[src/rtl/track_stepper_pkg.sv]
// Shared widths, track word layout and phase-to-coil tables for the track stepper.
// HALF_STEP_EN selects 8-phase half-step drive; otherwise 4-phase wave drive.
package track_stepper_pkg;

  localparam int NUM_TRACKS  = 4;
  localparam int PERIOD_W    = 16;
  localparam int TRAVEL_W    = 8;
  localparam int PACKET_SIZE = NUM_TRACKS * (PERIOD_W + TRAVEL_W) / 8;

  typedef struct packed {
    logic [PERIOD_W-1:0] period;
    logic [TRAVEL_W-1:0] travel;
  } track_word_t;

  typedef enum logic {DIR_FWD = 1'b0, DIR_REV = 1'b1} dir_t;

  localparam logic [3:0] WAVE_TAB [4] = '{4'b1000, 4'b0100, 4'b0010, 4'b0001};
  localparam logic [3:0] HALF_TAB [8] = '{4'b1000, 4'b1100, 4'b0100, 4'b0110,
                                          4'b0010, 4'b0011, 4'b0001, 4'b1001};

`ifdef HALF_STEP_EN
  localparam int PHASE_W = 3;
`else
  localparam int PHASE_W = 2;
`endif

  // NPH is a power of two, so phase arithmetic wraps for free.
  typedef logic [PHASE_W-1:0] phase_t;

  function automatic logic [3:0] coil_decode(input phase_t phase);
`ifdef HALF_STEP_EN
    return HALF_TAB[phase];
`else
    return WAVE_TAB[phase];
`endif
  endfunction

  function automatic logic [TRAVEL_W-1:0] travel_eff(input logic [TRAVEL_W-1:0] travel);
    return (travel == '0) ? TRAVEL_W'(1) : travel;
  endfunction

endpackage

[src/rtl/track_stepper_if.sv]
// Load/word input and coil/step/active outputs of one track stepper.
interface track_stepper_if;
  import track_stepper_pkg::*;

  logic        i_load;
  track_word_t i_word;
  logic        o_a;
  logic        o_b;
  logic        o_c;
  logic        o_d;
  logic        o_step;
  logic        o_active;

  modport master (output i_load, i_word, input o_a, o_b, o_c, o_d, o_step, o_active);
  modport slave  (input i_load, i_word, output o_a, o_b, o_c, o_d, o_step, o_active);

endinterface

[src/rtl/track_stepper_tick_prescaler.sv]
// Step-timer prescaler: one tick every PRESCALE clocks, held at zero while cleared.
module tick_prescaler #(
  parameter int PRESCALE = 50
) (
  input  logic clk,
  input  logic rst,
  input  logic i_clear,
  output logic o_tick
);

  localparam int CW = (PRESCALE > 1) ? $clog2(PRESCALE) : 1;

  logic [CW-1:0] r_count;
  logic          w_wrap;

  assign w_wrap = (r_count == CW'(PRESCALE - 1));
  assign o_tick = w_wrap & ~i_clear;

  always_ff @(posedge clk or posedge rst) begin
    if (rst) begin
      r_count <= '0;
    end else if (i_clear || w_wrap) begin
      r_count <= '0;
    end else begin
      r_count <= r_count + 1'b1;
    end
  end

endmodule

[src/rtl/track_stepper.sv]
// Per-track coil sequencer: steps the head back and forth over the travel range.
// HALF_STEP_EN selects 8-phase half-step coil drive (see package).
module track_stepper
  import track_stepper_pkg::*;
#(
  parameter int PRESCALE = 50
) (
  input logic            clk,
  input logic            rst,
  track_stepper_if.slave bus
);

  logic                w_tick;
  logic                w_active;
  logic                w_step_fire;
  logic                w_apply;
  track_word_t         w_word;

  logic [PERIOD_W-1:0] r_period, w_period_nx;
  logic [PERIOD_W-1:0] r_pcount, w_pcount_nx;
  logic [TRAVEL_W-1:0] r_travel, w_travel_nx;
  logic [TRAVEL_W-1:0] r_pos,    w_pos_nx;
  track_word_t         r_pend,   w_pend_nx;
  logic                r_pend_vld, w_pend_vld_nx;
  phase_t              r_phase,  w_phase_nx;
  dir_t                r_dir,    w_dir_nx;
  logic [3:0]          r_coils,  w_coils_nx;
  logic                r_step;

  assign w_active    = (r_period != '0);
  assign w_step_fire = w_active & w_tick & (r_pcount == r_period - 1'b1);

  tick_prescaler #(.PRESCALE(PRESCALE)) u_prescaler (
    .clk     (clk),
    .rst     (rst),
    .i_clear (~w_active),
    .o_tick  (w_tick)
  );

  always_comb begin
    w_period_nx   = r_period;
    w_pcount_nx   = r_pcount;
    w_travel_nx   = r_travel;
    w_pos_nx      = r_pos;
    w_pend_nx     = r_pend;
    w_pend_vld_nx = r_pend_vld;
    w_phase_nx    = r_phase;
    w_dir_nx      = r_dir;
    w_apply       = 1'b0;
    w_word        = bus.i_word;

    if (w_active && w_tick) begin
      w_pcount_nx = w_step_fire ? '0 : r_pcount + 1'b1;
    end

    // The step always advances with the values in force before this edge.
    if (w_step_fire) begin
      if (r_dir == DIR_FWD) begin
        w_phase_nx = r_phase + 1'b1;
        w_pos_nx   = r_pos + 1'b1;
        if (w_pos_nx == travel_eff(r_travel)) w_dir_nx = DIR_REV;
      end else begin
        w_phase_nx = r_phase - 1'b1;
        w_pos_nx   = r_pos - 1'b1;
        if (w_pos_nx == '0) w_dir_nx = DIR_FWD;
      end
    end

    // Running tracks defer new words to the next step edge; mutes take effect at once.
    if (bus.i_load) begin
      if (!w_active || (bus.i_word.period == '0) || w_step_fire) begin
        w_apply       = 1'b1;
        w_pend_vld_nx = 1'b0;
      end else begin
        w_pend_nx     = bus.i_word;
        w_pend_vld_nx = 1'b1;
      end
    end else if (w_step_fire && r_pend_vld) begin
      w_apply       = 1'b1;
      w_word        = r_pend;
      w_pend_vld_nx = 1'b0;
    end

    if (w_apply) begin
      w_period_nx = w_word.period;
      w_pcount_nx = '0;
      // A mute word leaves travel and direction untouched so unmute resumes cleanly.
      if (w_word.period != '0) begin
        w_travel_nx = w_word.travel;
        if (w_pos_nx >= travel_eff(w_word.travel)) w_dir_nx = DIR_REV;
      end
    end

    w_coils_nx = (w_period_nx != '0) ? coil_decode(w_phase_nx) : 4'b0000;
  end

  always_ff @(posedge clk or posedge rst) begin
    if (rst) begin
      r_period   <= '0;
      r_pcount   <= '0;
      r_travel   <= '0;
      r_pos      <= '0;
      r_pend     <= '0;
      r_pend_vld <= 1'b0;
      r_phase    <= '0;
      r_dir      <= DIR_FWD;
      r_coils    <= 4'b0000;
      r_step     <= 1'b0;
    end else begin
      r_period   <= w_period_nx;
      r_pcount   <= w_pcount_nx;
      r_travel   <= w_travel_nx;
      r_pos      <= w_pos_nx;
      r_pend     <= w_pend_nx;
      r_pend_vld <= w_pend_vld_nx;
      r_phase    <= w_phase_nx;
      r_dir      <= w_dir_nx;
      r_coils    <= w_coils_nx;
      r_step     <= w_step_fire;
    end
  end

  assign bus.o_a      = r_coils[3];
  assign bus.o_b      = r_coils[2];
  assign bus.o_c      = r_coils[1];
  assign bus.o_d      = r_coils[0];
  assign bus.o_step   = r_step;
  assign bus.o_active = w_active;

endmodule
[src/flat_wrapper.sv]
// flat-port wrapper written by rule: the top's interface ports become plain ports
module track_stepper_flat import track_stepper_pkg::*;
#(
  parameter int PRESCALE = 50
)
  (clk, rst, bus_i_load, bus_i_word, bus_o_a, bus_o_b, bus_o_c, bus_o_d, bus_o_step, bus_o_active);
  track_stepper_if bus_i ();
  input logic clk;
  input logic rst;
  input wire logic [$bits(bus_i.i_load)-1:0] bus_i_load;
  input wire logic [$bits(bus_i.i_word)-1:0] bus_i_word;
  output wire logic [$bits(bus_i.o_a)-1:0] bus_o_a;
  output wire logic [$bits(bus_i.o_b)-1:0] bus_o_b;
  output wire logic [$bits(bus_i.o_c)-1:0] bus_o_c;
  output wire logic [$bits(bus_i.o_d)-1:0] bus_o_d;
  output wire logic [$bits(bus_i.o_step)-1:0] bus_o_step;
  output wire logic [$bits(bus_i.o_active)-1:0] bus_o_active;
  assign bus_i.i_load = bus_i_load;
  assign bus_i.i_word = bus_i_word;
  assign bus_o_a = bus_i.o_a;
  assign bus_o_b = bus_i.o_b;
  assign bus_o_c = bus_i.o_c;
  assign bus_o_d = bus_i.o_d;
  assign bus_o_step = bus_i.o_step;
  assign bus_o_active = bus_i.o_active;
  track_stepper #(.PRESCALE(PRESCALE)) u_core (.clk(clk), .rst(rst), .bus(bus_i));
endmodule
[config.mk]
export PLATFORM = sky130hd
export DESIGN_NAME = track_stepper_flat
export DESIGN_NICKNAME = d
export VERILOG_FILES = /design/src/rtl/track_stepper_pkg.sv /design/src/rtl/track_stepper_if.sv /design/src/rtl/track_stepper_tick_prescaler.sv /design/src/rtl/track_stepper.sv /design/src/flat_wrapper.sv
export SDC_FILE = /design/constraint.sdc
export NUM_CORES = 1
export LEC_CHECK = 0
export BUFFER_PORTS_ARGS = -buffer_cell sky130_fd_sc_hd__buf_2
export CELL_PAD_IN_SITES_DETAIL_PLACEMENT = 0
export CELL_PAD_IN_SITES_GLOBAL_PLACEMENT = 2
export CORE_ASPECT_RATIO = 0.7
export CORE_MARGIN = 2
export CORE_UTILIZATION = 35
export DETAILED_ROUTE_END_ITERATION = 10
export MAX_ROUTING_LAYER = met4
export PLACE_DENSITY = 0.69
export SLEW_MARGIN = 40
export SYNTH_ARGS = -nofsm -noshare
export SYNTH_HDL_FRONTEND = slang
export SYNTH_SLANG_ARGS = --single-unit
export TNS_END_PERCENT = 100
[constraint.sdc]
create_clock -name clk -period 5.85 [get_ports clk]
set_input_delay 0.585 -clock clk [delete_from_list [all_inputs] [get_ports clk]]
set_output_delay 0.585 -clock clk [all_outputs]
set_load 0.1 [all_outputs]
==> impl_metrics.env <==
export IMPL_status="finished clean"
export IMPL_syn_area_um2=5400
export IMPL_clk_pin_slew_ns=0.07
export IMPL_grt_max_degree=52
export IMPL_yosysWarnings=0
export IMPL_rsz0062_at_grt="no"
export IMPL_slowest_delay_ns=0.86
export IMPL_post_route_min_period_ns=5.37
export IMPL_yosys_register_bits=87
export IMPL_cts_sink_count=87
export IMPL_drtAntennaViolNets=0
export IMPL_synth_edf_count=0
export IMPL_stdcell_count=775
export IMPL_wl_um=14000
export IMPL_cts_setup_buffers=0
export IMPL_vias=4134
export IMPL_clk_latency_ns=0.35
export IMPL_crit_type="register to register"
export IMPL_die_width_um=152
export IMPL_hold_viol=0
export IMPL_fp_coreArea_um2=14900
export IMPL_rows=37
export IMPL_synth_top_area_share_pct=40.3
export IMPL_synthSimpleGateAreaFrac_pct=19.5
export IMPL_hp_class="input port to asynchronous set/reset pin"
export IMPL_dp_hpwl_um=10700
export IMPL_cts_root_buf="clkbuf_16"
export IMPL_synthXorXnorAreaFrac_pct=7.95
export IMPL_muxShareOfSynthArea_pct=12.1
export IMPL_worstPathRequired_ns=6.05
export IMPL_syn_to_final_growth_pct=11.7
export IMPL_start_kind="register"
export IMPL_die_area_um2=16500
export IMPL_dp_slack_ns=0.424
export IMPL_drt_vias_per_instance=5.33
export IMPL_synth_top_family_by_area="simple AND/OR/NAND/NOR gates"
export IMPL_cts_buffer_depth=2
export IMPL_syn_area_per_cell_um2=9.68
export IMPL_start_util_pct=36.2
export IMPL_yosysSeqAreaShare_pct=40.3
export IMPL_gr_total_overflow=0
export IMPL_cp_cell_sequence="inv_1 > ha_1 > nor3b_1 > a2bb2oi_1 > a2111o_1 > or4_1 > mux2i_1 > nand4_1 > o21ai_1 > ha_1 > nand2b_1 > a21o_1 > a21o_1 > a21o_1 > a21o_1 > a211o_1 > a21oi_1 > o221ai_1"
export IMPL_max_slew_margin_pct=49.4
export IMPL_worst_pin_slew_ns=0.739
export IMPL_drt_initial_drc_count=243
export IMPL_cp_end_kind="register"
export IMPL_dp_cells=760
export IMPL_finalSetupTns_ns=0
export IMPL_finalClockSkew_ns=0.0134
export IMPL_cts_resized=0
export IMPL_slew_violations=0
export IMPL_numCtsBuffers=9
export IMPL_netlist_instances=558
export IMPL_vdd_drop_max_v=0.000165
export IMPL_synthAdderAreaFrac_pct=3.71
export IMPL_grt_antenna_before_repair=0
export IMPL_synthArstFlopShare_pct=100
export IMPL_diodes=0
export IMPL_num_io_pins=33
export IMPL_grt_pass1_vias=3913
export IMPL_yosys_top_cells_area="dfrtp_1, mux2i_1, xor2_1, mux2_2, ha_1"
export IMPL_power_density_nw_per_um2=278
export IMPL_globalplace_congestion=0.895
export IMPL_timing_hold_ws_ns=0.300
export IMPL_drc=0
export IMPL_dr_pass1_iters=5
export IMPL_postCtsHoldBufs=0
export IMPL_htreeDepth=3
export IMPL_postSynthNetCount=601
export IMPL_final_nets=619
export IMPL_critPathArrivalTime_ns=5.57
export IMPL_drive_gt1_share_pct=15.0
export IMPL_drv_cap=0
export IMPL_synth_compound_area_share_pct=11.7
export IMPL_slowest_stage="or4_1"
export IMPL_synth_area_leader_cell="dfrtp_1"
export IMPL_synth_most_common_cell="dfrtp_1"
export IMPL_fmax_mhz=186
export IMPL_setup_violations=0
export IMPL_p_leak_nw=2.79
export IMPL_io_buffers=32
export IMPL_wl_per_cell_um=18.0
export IMPL_synth_commonest_cells="dfrtp_1, nand2_1, nor2_1, mux2i_1, xor2_1"
export IMPL_grt_use_total_pct=18.3
export IMPL_synth_ff_type="dfrtp_1"
export IMPL_cpMostUsedCell="a21o_1"
export IMPL_fp_dieH_um=108
export IMPL_period_share_pct=91.7
export IMPL_cts_tree="built"
export IMPL_ys_types=69
export IMPL_cp_max_fo=9
export IMPL_grt_pass1_wl_um=22700
export IMPL_fin_ws_ns=0.484
## state kept, by name (all words and copies together), names as in the netlist
register / flops
u_core.r_period: 16
u_core.r_travel: 8
u_core.r_pos: 8
u_core.bus.o_step: 1
u_core.r_coils: 4
u_core.r_pcount: 16
u_core.r_pend_vld: 1
u_core.r_pend: 24
u_core.r_phase: 2
u_core.u_prescaler.r_count: 6
u_core.r_dir: 1
## cell type report
class	count	area, um2
Fill cell	1475	8880
Multi-Input combinational cell	418	2990
Sequential cell	87	2180
Tap cell	195	244
Clock buffer	9	225
Timing Repair Buffer	38	205
Clock inverter	6	100
Inverter	22	83.8
## path summary, 6_finish.rpt
path	cells past startpoint	slack, ns	endpoint	startpoint
max	18	0.48	u_core.r_dir	u_core.r_period[0]
min	2	0.30	u_core.r_pend[0]	rst
max reg2reg	18	0.48	u_core.r_dir	u_core.r_period[0]
min reg2reg	1	0.50	u_core.r_pend[0]	u_core.r_pend[0]
max in group asynchronous	3	4.44	u_core.r_pcount[1]	rst
min in group clk	2	0.47	u_core.r_pend[0]	bus_i_word[0]
## per-layer routing
| layer | GRT usage (%) | vias to the layer above | wire (um) |
|---|---|---|---|
| met5 | - | - | 0 |
| met4 | 3.64 | 0 | 116 |
| met3 | 3.30 | 10 | 579 |
| met2 | 22.3 | 103 | 5070 |
| met1 | 30.1 | 1972 | 8220 |
| li1 | - | 2049 | - |
## report_power, final
part | internal [mW] | leakage [nW] | switching, mW
logic | 0.129 | 1.54 | 0.160
registers | 0.662 | 1.09 | 0.0793
clock network | 0.381 | 0.160 | 0.262
total | 1.17 | 2.79 | 0.501
## cell usage in the layout, fill, tap and decap left out, types with 19 or more instances in the layout
cell	count
buf_2	32
dfrtp_1	87
inv_1	21
mux2_2	20
mux2i_1	34
nand2_1	51
nor2_1	37
o21ai_0	19
o21ai_1	19
xnor2_1	22
xor2_1	27
## critical path: cells and delay by family (launching register included)
kind,cells,cell delay [ns]
AND/OR/NAND/NOR,4,1.72
AO/OA/AOI/OAI,10,2.08
flip-flops,1,0.47
adder cells (fa/ha/maj),2,0.43
multiplexers,1,0.41
buffers and inverters,1,0.12
## through the flow
step	power (mW)	util (%)	cell area, um2
global placement	1.04	38.2	5690
floorplan	0.951	-	5400
detailed placement	1.04	38.2	5690
global route	1.77	40.4	6030
CTS	1.69	40.4	6020
finish	1.67	40.4	6030
## logic make-up after synthesis
| group | after synthesis |
|---|---|
| multiplexers | 60 |
| XOR/XNOR | 49 |
| buffers and inverters | 53 |
| AO/OA/AOI/OAI | 98 |
| flip-flops | 87 |
| AND/OR/NAND/NOR | 195 |
| adder cells (fa/ha/maj) | 16 |
(Power assumes the default switching activity.)
